--- config.mk ---
export PLATFORM = sky130hd
export DESIGN_NAME = mem_access_ctrl
export DESIGN_NICKNAME = d
export VERILOG_FILES = /design/src/rtl/mem_ctrl_pkg.sv /design/src/rtl/mem_lane_unit.sv /design/src/rtl/mem_access_ctrl.sv
export SDC_FILE = /design/constraint.sdc
export NUM_CORES = 1
export LEC_CHECK = 0
export CELL_PAD_IN_SITES_DETAIL_PLACEMENT = 0
export CELL_PAD_IN_SITES_GLOBAL_PLACEMENT = 1
export CORE_UTILIZATION = 31
export DETAILED_ROUTE_END_ITERATION = 8
export GPL_TIMING_DRIVEN = 0
export MAX_ROUTING_LAYER = met4
export PLACE_DENSITY = 0.75
export SYNTH_ARGS = -nofsm -noshare
export SYNTH_HDL_FRONTEND = slang
export SYNTH_SLANG_ARGS = --single-unit
--- constraint.sdc ---
create_clock -name clk -period 2.05 [get_ports clk]
set_input_delay 0.205 -clock clk [delete_from_list [all_inputs] [get_ports clk]]
set_output_delay 0.205 -clock clk [all_outputs]
set_load 0.05 [all_outputs]
--- src/rtl/mem_ctrl_pkg.sv ---
// Shared types for the data-memory access controller.
// Memory words are big-endian: lane 0 holds bits 31:24.
package mem_ctrl_pkg;

  typedef enum logic [1:0] {
    SZ_BYTE = 2'd0,
    SZ_HALF = 2'd1,
    SZ_WORD = 2'd2
  } mem_size_t;

  typedef enum logic [2:0] {
    IDLE,
    RD,
    WR,
    RMW_RD,
    RMW_WR,
    RESP
  } mac_state_t;

  typedef logic [0:3][7:0] mem_word_t;

  localparam int DEFAULT_MEM_LATENCY = 4;

endpackage

--- src/rtl/mem_lane_unit.sv ---
// Byte-lane datapath: load extract/extend, store merge,
// and misalignment detection.
module mem_lane_unit
  import mem_ctrl_pkg::*;
(
  input  logic [1:0]  size,
  input  logic [1:0]  addr_lo,
  input  logic        is_unsigned,
  input  logic [15:0] wdata,
  input  mem_word_t   rword,
  output logic        misaligned,
  output logic [31:0] load_data,
  output mem_word_t   merged
);

  logic [7:0]  b;
  logic [15:0] h;
  logic        is_b;
  logic        is_h;
  logic        is_w;

  assign is_b = size == SZ_BYTE;
  assign is_h = size == SZ_HALF;
  assign is_w = size == SZ_WORD;

  assign b = rword[addr_lo];
  assign h = addr_lo[1] ? {rword[2], rword[3]}
                        : {rword[0], rword[1]};

  // size 11 has no legal alignment
  assign misaligned = (is_h & addr_lo[0])
                    | (is_w & (|addr_lo))
                    | (size == 2'b11);

  always_comb begin
    load_data = rword;
    unique case (1'b1)
      is_b: load_data = {{24{b[7] & ~is_unsigned}}, b};
      is_h: load_data = {{16{h[15] & ~is_unsigned}}, h};
      default: ;
    endcase
  end

  always_comb begin
    merged = rword;
    unique case (1'b1)
      is_b: merged[addr_lo] = wdata[7:0];
      is_h: begin
        merged[{addr_lo[1], 1'b0}] = wdata[15:8];
        merged[{addr_lo[1], 1'b1}] = wdata[7:0];
      end
      default: ;
    endcase
  end

endmodule

--- src/rtl/mem_access_ctrl.sv ---
// Serialising load/store controller in front of a
// latency-delayed word memory; sub-word stores use RMW.
module mem_access_ctrl
  import mem_ctrl_pkg::*;
#(
  parameter int LATENCY = DEFAULT_MEM_LATENCY
) (
  input  logic        clk,
  input  logic        rst_b,
  input  logic        req_valid,
  input  logic        req_we,
  input  logic [1:0]  req_size,
  input  logic        req_unsigned,
  input  logic [31:0] req_addr,
  input  logic [31:0] req_wdata,
  output logic        core_stall,
  output logic        rsp_valid,
  output logic        rsp_err,
  output logic [31:0] rsp_rdata,
  output logic [31:0] mem_addr,
  output mem_word_t   mem_data_in,
  output logic        mem_write_en,
  input  mem_word_t   mem_data_out
);

  localparam logic [3:0] LAT_C = 4'(LATENCY);

  mac_state_t  state_q, state_d;
  logic [3:0]  cnt_q, cnt_d;
  logic [1:0]  size_q, size_d;
  logic        uns_q, uns_d;
  logic [1:0]  alo_q, alo_d;
  logic [15:0] wdata_q, wdata_d;
  logic [31:0] maddr_q, maddr_d;
  mem_word_t   mdata_q, mdata_d;
  logic        mwe_q, mwe_d;
  logic        rvalid_q, rvalid_d;
  logic        rerr_q, rerr_d;
  logic [31:0] rdata_q, rdata_d;

  logic        idle;
  logic [1:0]  lane_size;
  logic [1:0]  lane_alo;
  logic        misaligned;
  logic [31:0] load_data;
  mem_word_t   merged;

  // Alignment is judged on the live request, extraction on the latch
  assign idle      = state_q == IDLE;
  assign lane_size = idle ? req_size : size_q;
  assign lane_alo  = idle ? req_addr[1:0] : alo_q;

  mem_lane_unit u_lane (
    .size        (lane_size),
    .addr_lo     (lane_alo),
    .is_unsigned (uns_q),
    .wdata       (wdata_q),
    .rword       (mem_data_out),
    .misaligned  (misaligned),
    .load_data   (load_data),
    .merged      (merged)
  );

  always_comb begin
    state_d  = state_q;
    cnt_d    = cnt_q;
    size_d   = size_q;
    uns_d    = uns_q;
    alo_d    = alo_q;
    wdata_d  = wdata_q;
    maddr_d  = maddr_q;
    mdata_d  = mdata_q;
    mwe_d    = 1'b0;
    rvalid_d = 1'b0;
    rerr_d   = 1'b0;
    rdata_d  = '0;
    unique case (state_q)
      IDLE: begin
        if (req_valid) begin
          size_d  = req_size;
          uns_d   = req_unsigned;
          alo_d   = req_addr[1:0];
          wdata_d = req_wdata[15:0];
          cnt_d   = '0;
          if (misaligned) begin
            state_d  = RESP;
            rvalid_d = 1'b1;
            rerr_d   = 1'b1;
          end else begin
            maddr_d = {req_addr[31:2], 2'b00};
            if (!req_we) begin
              state_d = RD;
            end else if (req_size == SZ_WORD) begin
              state_d = WR;
              mwe_d   = 1'b1;
              mdata_d = req_wdata;
            end else begin
              state_d = RMW_RD;
            end
          end
        end
      end
      RD, RMW_RD: begin
        if (cnt_q == LAT_C) begin
          cnt_d = '0;
          if (state_q == RD) begin
            state_d  = RESP;
            rvalid_d = 1'b1;
            rdata_d  = load_data;
          end else begin
            state_d = RMW_WR;
            mwe_d   = 1'b1;
            mdata_d = merged;
          end
        end else begin
          cnt_d = cnt_q + 4'd1;
        end
      end
      WR, RMW_WR: begin
        if (cnt_q == LAT_C) begin
          state_d  = RESP;
          rvalid_d = 1'b1;
        end else begin
          cnt_d = cnt_q + 4'd1;
        end
      end
      RESP: state_d = IDLE;
      default: state_d = IDLE;
    endcase
  end

  always_ff @(posedge clk or negedge rst_b) begin
    if (!rst_b) begin
      state_q  <= IDLE;
      cnt_q    <= '0;
      size_q   <= '0;
      uns_q    <= 1'b0;
      alo_q    <= '0;
      wdata_q  <= '0;
      maddr_q  <= '0;
      mdata_q  <= '0;
      mwe_q    <= 1'b0;
      rvalid_q <= 1'b0;
      rerr_q   <= 1'b0;
      rdata_q  <= '0;
    end else begin
      state_q  <= state_d;
      cnt_q    <= cnt_d;
      size_q   <= size_d;
      uns_q    <= uns_d;
      alo_q    <= alo_d;
      wdata_q  <= wdata_d;
      maddr_q  <= maddr_d;
      mdata_q  <= mdata_d;
      mwe_q    <= mwe_d;
      rvalid_q <= rvalid_d;
      rerr_q   <= rerr_d;
      rdata_q  <= rdata_d;
    end
  end

  assign core_stall   = req_valid & ~rvalid_q;
  assign rsp_valid    = rvalid_q;
  assign rsp_err      = rerr_q;
  assign rsp_rdata    = rdata_q;
  assign mem_addr     = maddr_q;
  assign mem_data_in  = mdata_q;
  assign mem_write_en = mwe_q;

endmodule

-- Word-level counts from Yosys, hierarchy flattened
Cells that the tools add are included.
- register bits after elaboration: 125
- input bits: 103
- muxes and demuxes: 53
- equal/unequal tests: 17
- reductions and logical operators: 15
- bitwise operators: 13
- add/subtract/negate cells: 1
- $lt $le $gt $ge: 6
- operators by type and width (operator ; count):
    32-bit two-way mux ; 9
    32-bit one-hot mux with 2 select lines ; 3
    32-bit bitwise mux ; 3
    8-bit demux with 2-bit select ; 3
    8-bit two-way mux ; 5
    8-bit binary-select mux with 2-bit select ; 1
    16-bit two-way mux ; 1
    1-bit two-way mux ; 14
    2-bit inequality test (second input constant) ; 7
    3-bit two-way mux ; 4
    4-bit two-way mux ; 3
    4-bit one-hot mux with 3 select lines ; 1
    3-bit greater-or-equal comparator (second input constant) ; 3
    3-bit by 1-bit less-than comparator with 1-bit output (second input constant) ; 3
    2-bit NOT with 3-bit output ; 3
    3-bit one-hot mux with 3 select lines ; 1
    3-bit AND reduction ; 3
    7-bit AND reduction ; 1
    2-bit equality test (second input constant) ; 3
    3-bit by 2-bit equality test with 1-bit output (second input constant) ; 2
    2-bit two-way mux ; 3
    2-bit OR reduction ; 3
    1-bit AND ; 5
    4-bit by 1-bit adder with 4-bit output (second input constant) ; 1
    15 further kinds ; 20

-- Logic depth before layout (Yosys ltp)
Gate-level depths: netlist of the first run.
- depth after elaboration: 13
- depth in mapped cells: 10
- depth with buffers taken out: 8

-- By module
From an unflattened synthesis of the first run, not the netlist that was laid out.
- cells, all modules: 608
- area, all modules: 6876.6 um^2
- by module, submodules not included (module ; sequential area each (um^2) ; instances ; area an instance (um^2) ; cells each):
    mem_access_ctrl ; 3128.0 ; 1 ; 5143.7 ; 391
    mem_lane_unit ; 0.0 ; 1 ; 1732.9 ; 217

-- Worst setup path after synthesis of the first run
OpenSTA, ideal clock, no wires.
- path type: reg2reg
- from: register state_q[0]
- to: register rdata_q[21] (netlist: rsp_rdata[21])
- stages on the path, launching flop included: 8
- clock period less this slack: 2.147 ns
- setup slack: -0.097 ns
- arrival time: 2.028 ns
- path buffers: 2
- cells stage by stage: dfrtp_1 nor3_4 mux2_1 buf_6 mux2_4 o211ai_4 buf_4 nand2_1
- word-level cells in the longest chain between the ends: 11
- elaborated cells on any way between the ends: 19
- classes of those cells: eq/ne: 3; mux: 10; bitwise: 3; reduce/logical: 3
- ends and longest elaborated chain (element ; line ; source):
    start, declared ; mem_access_ctrl.sv:28 ; mac_state_t state_q, state_d;
    start signal, assigned ; mem_access_ctrl.sv:147 ; state_q <= state_d;
    3-bit logical NOT ; mem_access_ctrl.sv:49 ; assign idle = state_q == IDLE;
    2-bit two-way mux ; mem_access_ctrl.sv:51 ; assign lane_alo = idle ? req_addr[1:0] : alo_q;
    2-bit NOT with 3-bit output (implied by the code) ; mem_lane_unit.sv:26 ; assign b = rword[addr_lo];
    8-bit binary-select mux with 2-bit select ; mem_lane_unit.sv:26 ;
    8-bit two-way mux (implied by the code) (2 in a row) ; mem_lane_unit.sv:26 ;
    1-bit AND ; mem_lane_unit.sv:38 ; is_b: load_data = {{24{b[7] & ~is_unsigned}}, b};
    32-bit one-hot mux with 2 select lines ; mem_lane_unit.sv:37 ; unique case (1'b1)
    32-bit two-way mux ; mem_access_ctrl.sv:106 ; if (state_q == RD) begin
    32-bit two-way mux ; mem_access_ctrl.sv:104 ; if (cnt_q == LAT_C) begin
    32-bit two-way mux * ; mem_access_ctrl.sv:77 ; unique case (state_q)
    named net rdata_d[21] ; mem_access_ctrl.sv:39 ; logic [31:0] rdata_q, rdata_d;
    end signal, assigned ; mem_access_ctrl.sv:158 ; rdata_q <= rdata_d;
    end, declared ; mem_access_ctrl.sv:39 ;
The timed path passes the listed nets; every way through them passes the cells marked *. The select of a mux whose other input is x is not followed.
A chain may end at the register's enable or synchronous reset.

-- Worst setup path in the final report of the first run
- from: register state_q[1]
- to: register maddr_q[21] (netlist: mem_addr[21])
- word-level cells in the longest chain between the ends: 8
- elaborated cells on any way between the ends: 13
- classes of those cells: eq/ne: 3; mux: 2; bitwise: 5; reduce/logical: 3
- ends and longest elaborated chain (element ; line ; source):
    3-bit logical NOT * ; mem_access_ctrl.sv:49, mem_access_ctrl.sv:77 ;
    2-bit two-way mux (on tied branches) ; mem_access_ctrl.sv:50, mem_access_ctrl.sv:51 ;
    2-bit by 1-bit equality test with 1-bit output (tied with other cells) ; mem_lane_unit.sv:23 ; assign is_h = size == SZ_HALF;
    1-bit AND (on tied branches) ; mem_lane_unit.sv:31, mem_lane_unit.sv:32 ;
    1-bit bitwise OR ; mem_lane_unit.sv:32 ; | (is_w & (|addr_lo))
    1-bit bitwise OR ; mem_lane_unit.sv:33 ; | (size == 2'b11);
    1-bit NOT (no line) ; n/a ;
    3-bit AND reduction (no line) * ; n/a ;
    end signal, assigned ; mem_access_ctrl.sv:153 ; maddr_q <= maddr_d;
    end, declared ; mem_access_ctrl.sv:34 ; logic [31:0] maddr_q, maddr_d;
Every way passes the cells marked *; elsewhere a longest branch is shown, timed or not.

==> impl_metrics.py, run 1 <==
metrics = {
    "power_and_ir_drop": {
        "seqPwrFrac": 0.247,
        "p_switching_uw": 7300,
        "power_frac_clock": 0.215,
        "netSwitchingFraction": 0.443,
        "internal_power_uw": 9190,
        "p_comb_frac": 0.538,
        "irDropWorstVdd_v": 0.00103,
        "p_leak_uw": 0.00437,
        "power.density_nw_per_um2": 1680,
    },
    "cts": {
        "cts_tree": "done",
        "cts_buffer_depth": 2,
        "ctsRootBufferMaster": "clkbuf_16",
        "path_clk_slew_ns": 0.06,
        "cts.sink_count": 125,
        "htree_levels": 4,
        "cts-buffers-inserted": 17,
        "clkLatencyLatePin_ns": 0.43,
    },
    "setup_path": {
        "critPathMaxFanout": 9,
        "slowest_delay_ns": 0.43,
        "critPathKind": "flip-flop to flip-flop",
        "r2r_slack_ns": -0.08,
        "required_ns": 2.37,
        "r2r_start": "state_q[1]",
        "critPathTopFamily": "buffers and inverters",
        "crit_chain": "or3_4, buf_12, a2111oi_4, a21oi_4, buf_12, buf_8, mux2_4",
        "ff2ff_path_depth": 7,
        "worstReg2RegEnd": "mem_addr[21]",
        "path_buf_inv": 3,
        "start_kind": "flip-flop",
        "cp-end-kind": "flip-flop",
        "cp.arrival_ns": 2.45,
        "crit_path_start": "state_q[1]",
        "crit_slowest_cell": "dfrtp_2",
        "crit_top_cell": "buf_12",
    },
    "finish": {
        "nNetsFinal": 959,
        "post_route_cells_drive_above_1_share": 0.216,
        "n_antenna_cell": 0,
        "layout_commonest_cell": "clkdlybuf4s50_1",
        "syn_to_final_growth_pct": 59.5,
        "mostFrequentLayoutCells": "clkdlybuf4s50_1, nand2_1, dfrtp_1, nor2_1, nand3_1",
    },
    "placement": {
        "dp_hpwl_mm": 16.3,
        "dpl_worst_slack_ns": -0.714,
        "io_buffers": 198,
        "globalplace.congestion": 0.910,
    },
    "sta": {
        "finalCritPeriodShare": 1.04,
        "finalCriticalPeriod_ns": 2.13,
        "clock_skew_ns": 0.00778,
        "rsz0062_at_grt": "true",
        "slew_violations": 0,
        "worst_pin_slew_ns": 0.638,
        "whs_ns": 0.119,
        "hold_viol": 0,
        "setup_viol_count_final": 54,
        "slew_headroom": 0.573,
        "finalWorstSetupSlack_ns": -0.0809,
        "max_freq_mhz": 469,
    },
    "min_path": {
        "hold_end": "alo_q[1]",
        "hp-start": "req_addr[1]",
        "holdCritPathClass": "primary input to flip-flop",
        "hold_depth": 3,
    },
    "synth": {
        "muxShareOfSynthArea": 0.104,
        "synth_cell_types": 64,
        "synth_xor_area_frac": 0.00284,
        "synthFlopType": "dfrtp_1",
        "synth.avg_cell_area_um2": 10.2,
        "ys_ff_latch": 125,
        "ys.warnings.count": 0,
        "synth_top_family_by_area": "simple AND/OR/NAND/NOR gates",
        "synth-edff-count": 0,
        "async_flop_share": 1.00,
        "syn_inst": 607,
        "synth-simple-area-share": 0.179,
        "seq_area_frac_synth": 0.507,
        "synth_compound_area_frac": 0.157,
        "synthesis.area_um2": 6170,
        "synth-adder-area-share": 0.00406,
    },
    "floorplan": {
        "dieArea_um2": 20500,
        "core_um2": 19500,
        "start_util": 0.317,
        "ioPinCount": 203,
        "die_y_um": 143,
        "die_x_um": 143,
        "rows": 51,
    },
    "status": {
        "violations": "setup timing",
        "outcome": "finished with violations",
    },
    "global_routing": {
        "grt_first_pass_wirelength_mm": 33.2,
        "grt_usage": 0.228,
        "antenna_found_initial": 0,
        "grt_pass1_vias": 5733,
        "grt_max_degree": 72,
        "overflow": 0,
    },
    "detailed_routing": {
        "dr.first_iter.drc_count": 343,
        "ant_nets": 0,
        "vias": 5817,
        "drc": 0,
        "dr.pass1.iters": 6,
        "wl_per_cell_um": 19.6,
        "wl_mm": 22.2,
        "routed_via_density": 5.14,
    },
    "flow_run": {
        "maxCapViolCount": 0,
    },
}
registers in the layout (all words and copies together) (netlist names), 2 cells and up:
register	cells
alo_q	2
cnt_q	4
mem_addr	30
mem_data_in	32
rsp_rdata	32
size_q	2
state_q	3
wdata_q	16
cell usage after synthesis (2+ instances only):
master,count,share of area
nand2_1,135,0.082
dfrtp_1,125,0.51
nor2_1,33,0.020
mux2_2,31,0.057
nand3_1,25,0.020
a21oi_1,24,0.019
mux2i_1,20,0.032
clkbuf_1,18,0.011
o21ai_0,18,0.015
o221ai_1,14,0.020
a22oi_1,12,0.015
buf_6,11,0.020
nor3_1,11,0.0089
o31ai_1,9,0.011
a211oi_1,8,0.0097
inv_1,8,0.0049
o21bai_1,8,0.0097
o22ai_1,8,0.0081
buf_2,7,0.0057
nor2b_1,6,0.0061
a221o_1,5,0.0081
a221oi_1,4,0.0057
nand4_1,4,0.0041
nand4b_1,4,0.0057
a21o_1,3,0.0037
a311oi_1,3,0.0043
buf_4,3,0.0037
mux2_4,3,0.0073
nand2b_1,3,0.0030
o22a_1,3,0.0043
and2_1,2,0.0020
and3_1,2,0.0020
ha_1,2,0.0041
nand3b_1,2,0.0024
nor3_4,2,0.0053
or2_2,2,0.0020
or3_1,2,0.0020
metrics by stage:
stage	utilization	power, uW	setup TNS [ns]	instances	instance area (um2)
2_1_floorplan	-	9310	-0.671	608	6180
3_3_place_gp	0.436	11900	-586.77	1071	8490
3_5_place_dp	0.438	11900	-34.23	1072	8520
4_1_cts	0.496	16200	-2.89	1127	9660
5_1_grt	0.505	17200	-5.96	1132	9840
6_report	0.505	16500	-2.71	1132	9840
kinds of logic after synthesis:
family                     Yosys count
and+or+nand+nor                    241
AOI/OAI and AO/OA                  132
DFF                                125
muxes                               57
buffers and inverters               47
adders and majority gates            2
xor gates and xnor gates             2
other                                1
power groups by stage:
stage               clock, uW  combinational (uW)  sequential, uW
floorplan                   0                3180            6130
global placement            0                7880            4010
detailed placement          0                7910            4040
CTS                      3580                8590            4040
global route             3710                9360            4180
finish                   3550                8880            4070
tightest hold or removal path, delay by kind of cell:
kind	cells	cell delay, ns
and+or+nand+nor	2	0.12
buffers and inverters	1	0.18
final cells by class:
class | instances | area [um2]
fillers | 1771 | 9620
flip-flops and latches | 125 | 3130
multi-input cells | 436 | 3070
repair buffers | 230 | 2300
clock buffers | 19 | 453
well taps | 265 | 332
plain buffers | 36 | 282
clock inverters | 13 | 236
inverters | 8 | 30.0
metal layers:
| metal | wire length, um | GRT usage |
|---|---|---|
| met1 | 9080 | 0.280 |
| met2 | 10500 | 0.367 |
| met3 | 2280 | 0.0641 |
| met4 | 323 | 0.0634 |
| met5 | 0 | - |
how the worst max path moves through the flow:
| stage | to | slack (ns) | depth (start not counted) |
|---|---|---|---|
| floorplan | rsp_rdata[10] | -0.05 | 6 |
| global placement | mem_addr[28] | -4.43 | 1 |
| detailed placement | mem_data_in[17] | -0.71 | 7 |
| CTS | mem_addr[14] | -0.08 | 7 |
| global route | mem_addr[25] | -0.13 | 7 |
| finish | mem_addr[21] | -0.08 | 7 |
repair_timing:
item	4_1_cts	5_1_grt
hold buffers	1	0
pin swaps	12	17
hold endpoints to repair	54	0
cloned	4	0
setup endpoints to repair	100	97
setup buffers	21	5
gates resized for setup	64	40
Power figures use the tool's default switching activity.
==> inputs of run 2 (changes only) <==
--- a/config.mk
+++ b/config.mk
@@ -7,6 +7,7 @@
 export LEC_CHECK = 0
 export CELL_PAD_IN_SITES_DETAIL_PLACEMENT = 0
 export CELL_PAD_IN_SITES_GLOBAL_PLACEMENT = 1
+export CORE_MARGIN = 2
 export CORE_UTILIZATION = 31
 export DETAILED_ROUTE_END_ITERATION = 8
 export GPL_TIMING_DRIVEN = 0
==> run 2 against run 1 <==
  * The run still ends with setup timing left
  * Worst hold slack worse by 0.0036 ns
  * Wire length up 2.2%
  * Critical path depth unchanged
  * Sequential power up 1%
  * Cell count up 0.88%
  * Global-route usage down 1.1 points
  * Critical path type unchanged
  * Critical endpoint is now rsp_rdata[26]
  * Largest cell class is now multi-input combinational cells
==> impl_metrics.py, run 2 (synthesized netlist as in run 1, its figures left out) <==
metrics = {
    "cts": {
        "ctsRootBufferMaster": "clkbuf_16",
        "cts_tree": "done",
        "htree_levels": 4,
        "cts-buffers-inserted": 17,
        "clkLatencyLatePin_ns": 0.42,
        "path_clk_slew_ns": 0.06,
        "cts_buffer_depth": 2,
        "cts.sink_count": 125,
    },
    "setup_path": {
        "endpoint": "rsp_rdata[26]",
        "required_ns": 2.36,
        "r2r_start": "state_q[2]",
        "r2r_slack_ns": -0.10,
        "cp-end-kind": "flip-flop",
        "ff2ff_path_depth": 7,
        "critPathKind": "flip-flop to flip-flop",
        "start_kind": "flip-flop",
        "crit_path_start": "state_q[2]",
        "critPathMaxFanout": 5,
        "cp.arrival_ns": 2.47,
        "worstReg2RegEnd": "rsp_rdata[26]",
    },
    "detailed_routing": {
        "vias": 5890,
        "routed.top_layer": "met4",
        "dr_wl_met2_mm": 10.4,
        "wl_met3_mm": 1.87,
        "wirelength_met1_mm": 9.88,
        "dr.pass1.iters": 5,
        "wl_per_cell_um": 19.9,
        "dr.first_iter.drc_count": 378,
        "drc": 0,
        "wl_mm": 22.7,
        "routed_via_density": 5.16,
        "ant_nets": 0,
    },
    "sta": {
        "finalCriticalPeriod_ns": 2.15,
        "clock_skew_ns": 0.0100,
        "worst_pin_slew_ns": 0.603,
        "hold_viol": 0,
        "slew_headroom": 0.598,
        "finalWorstSetupSlack_ns": -0.104,
        "max_freq_mhz": 464,
        "setup_viol_count_final": 58,
        "finalCritPeriodShare": 1.05,
        "slew_violations": 0,
        "rsz0062_at_grt": "true",
        "final.setup.tns_ns": -3.59,
        "whs_ns": 0.115,
    },
    "floorplan": {
        "die_y_um": 145,
        "ioPinCount": 203,
        "rows": 51,
        "start_util": 0.317,
        "core_um2": 19500,
        "die_x_um": 145,
        "dieArea_um2": 21000,
    },
    "global_routing": {
        "antenna_found_initial": 0,
        "overflow": 0,
        "grt_usage": 0.218,
        "grt_first_pass_wirelength_mm": 34.1,
        "grt_pass1_vias": 5976,
        "grt_max_degree": 85,
    },
    "power_and_ir_drop": {
        "power_uw": 16700,
        "p_comb_frac": 0.566,
        "power_frac_clock": 0.186,
        "seqPwrFrac": 0.248,
        "p_leak_uw": 0.00448,
        "power.density_nw_per_um2": 1660,
        "p_switching_uw": 7490,
        "netSwitchingFraction": 0.450,
        "irDropWorstVdd_v": 0.00115,
        "internal_power_uw": 9170,
    },
    "flow_run": {
        "maxCapViolCount": 0,
    },
    "finish": {
        "syn_to_final_growth_pct": 63.0,
        "layout_commonest_cell": "clkdlybuf4s50_1",
        "final_cell_area_um2": 10100,
        "nNetsFinal": 969,
        "mostFrequentLayoutCells": "clkdlybuf4s50_1, nand2_1, dfrtp_1, buf_4",
        "post_route_cells_drive_above_1_share": 0.258,
        "n_antenna_cell": 0,
    },
    "placement": {
        "io_buffers": 198,
        "dpl_worst_slack_ns": -0.660,
        "dp_hpwl_mm": 16.3,
        "dpl_cell_area_um2": 8520,
        "globalplace.congestion": 0.907,
    },
    "status": {
        "violations": "setup timing",
        "outcome": "finished with violations",
    },
    "min_path": {
        "holdCritPathClass": "primary input to flip-flop",
    },
}
## run 2: cell count changes in the layout (fill, tap and decap cells not counted), moves of 4 or more
cell / before / now
buf_4: 23 / 33
clkinv_2: 0 / 6
a211oi_2: 1 / 6
mux2i_1: 18 / 12
mux2_4: 13 / 29
mux2i_2: 0 / 6
buf_6: 18 / 14
o22ai_1: 8 / 2
o22ai_2: 0 / 4
o21ai_2: 1 / 5
a211oi_1: 7 / 2
mux2_2: 22 / 6
## run 2: repair_timing
item	in CTS	in global routing
hold buffers	1	0
endpoints found under the setup margin	95	98
setup buffers	15	21
pin swaps	11	24
gates resized for setup	52	108
endpoints found under the hold margin	41	0
gates cloned	4	1
## run 2: worst min path at each step
stage,from,end,cells after the start
detailed placement,rst_b,mem_data_in[21],1
global placement,mem_data_in[0],mem_data_in[0],1
finish,req_addr[1],alo_q[1],3
floorplan,rst_b,alo_q[0],0
CTS,req_addr[1],alo_q[1],3
global route,req_addr[1],alo_q[1],3
## run 2: cell type report
cell class | instances | area [um2]
inverters | 8 | 30.0
flip-flops and latches | 125 | 3130
repair buffers | 240 | 2410
fillers | 1788 | 9410
clock inverters | 12 | 144
clock buffers | 20 | 457
well taps | 265 | 332
plain buffers | 36 | 283
multi-input cells | 436 | 3270
## run 2: per-layer routing
| layer | GRT usage | vias up |
|---|---|---|
| li1 | - | 2692 |
| met1 | 0.279 | 2851 |
| met2 | 0.330 | 305 |
| met3 | 0.0686 | 42 |
| met4 | 0.0698 | 0 |
| met5 | - | - |
## run 2: power by group through the flow
stage,combinational [uW],sequential (uW),clock (uW)
floorplan,3180,6130,0
global placement,7870,4030,0
detailed placement,7910,4050,0
CTS,8430,4070,3140
global route,9950,4240,3250
finish,9430,4120,3100
## run 2: metrics by stage
step                utilization  std cells
floorplan                     -        608
global placement          0.436       1071
detailed placement        0.438       1072
CTS                       0.488       1121
global route              0.517       1142
finish                    0.517       1142
## run 2: critical path, stage by stage, from the launching register on
cell	delay, ns
dfrtp_2	0.44
or3_4	0.42
clkbuf_4	0.20
buf_4	0.16
mux2_2	0.31
o211ai_4	0.29
buf_6	0.18
nand2_2	0.05
==> inputs of run 3 (changes only) <==
--- a/config.mk
+++ b/config.mk
@@ -9,6 +9,7 @@
 export CELL_PAD_IN_SITES_GLOBAL_PLACEMENT = 1
 export CORE_MARGIN = 2
 export CORE_UTILIZATION = 31
+export CTS_CLUSTER_SIZE = 10
 export DETAILED_ROUTE_END_ITERATION = 8
 export GPL_TIMING_DRIVEN = 0
 export MAX_ROUTING_LAYER = met4
==> results of run 3 <==
The final DEF is identical to that of run 2; final timing and power are the same.
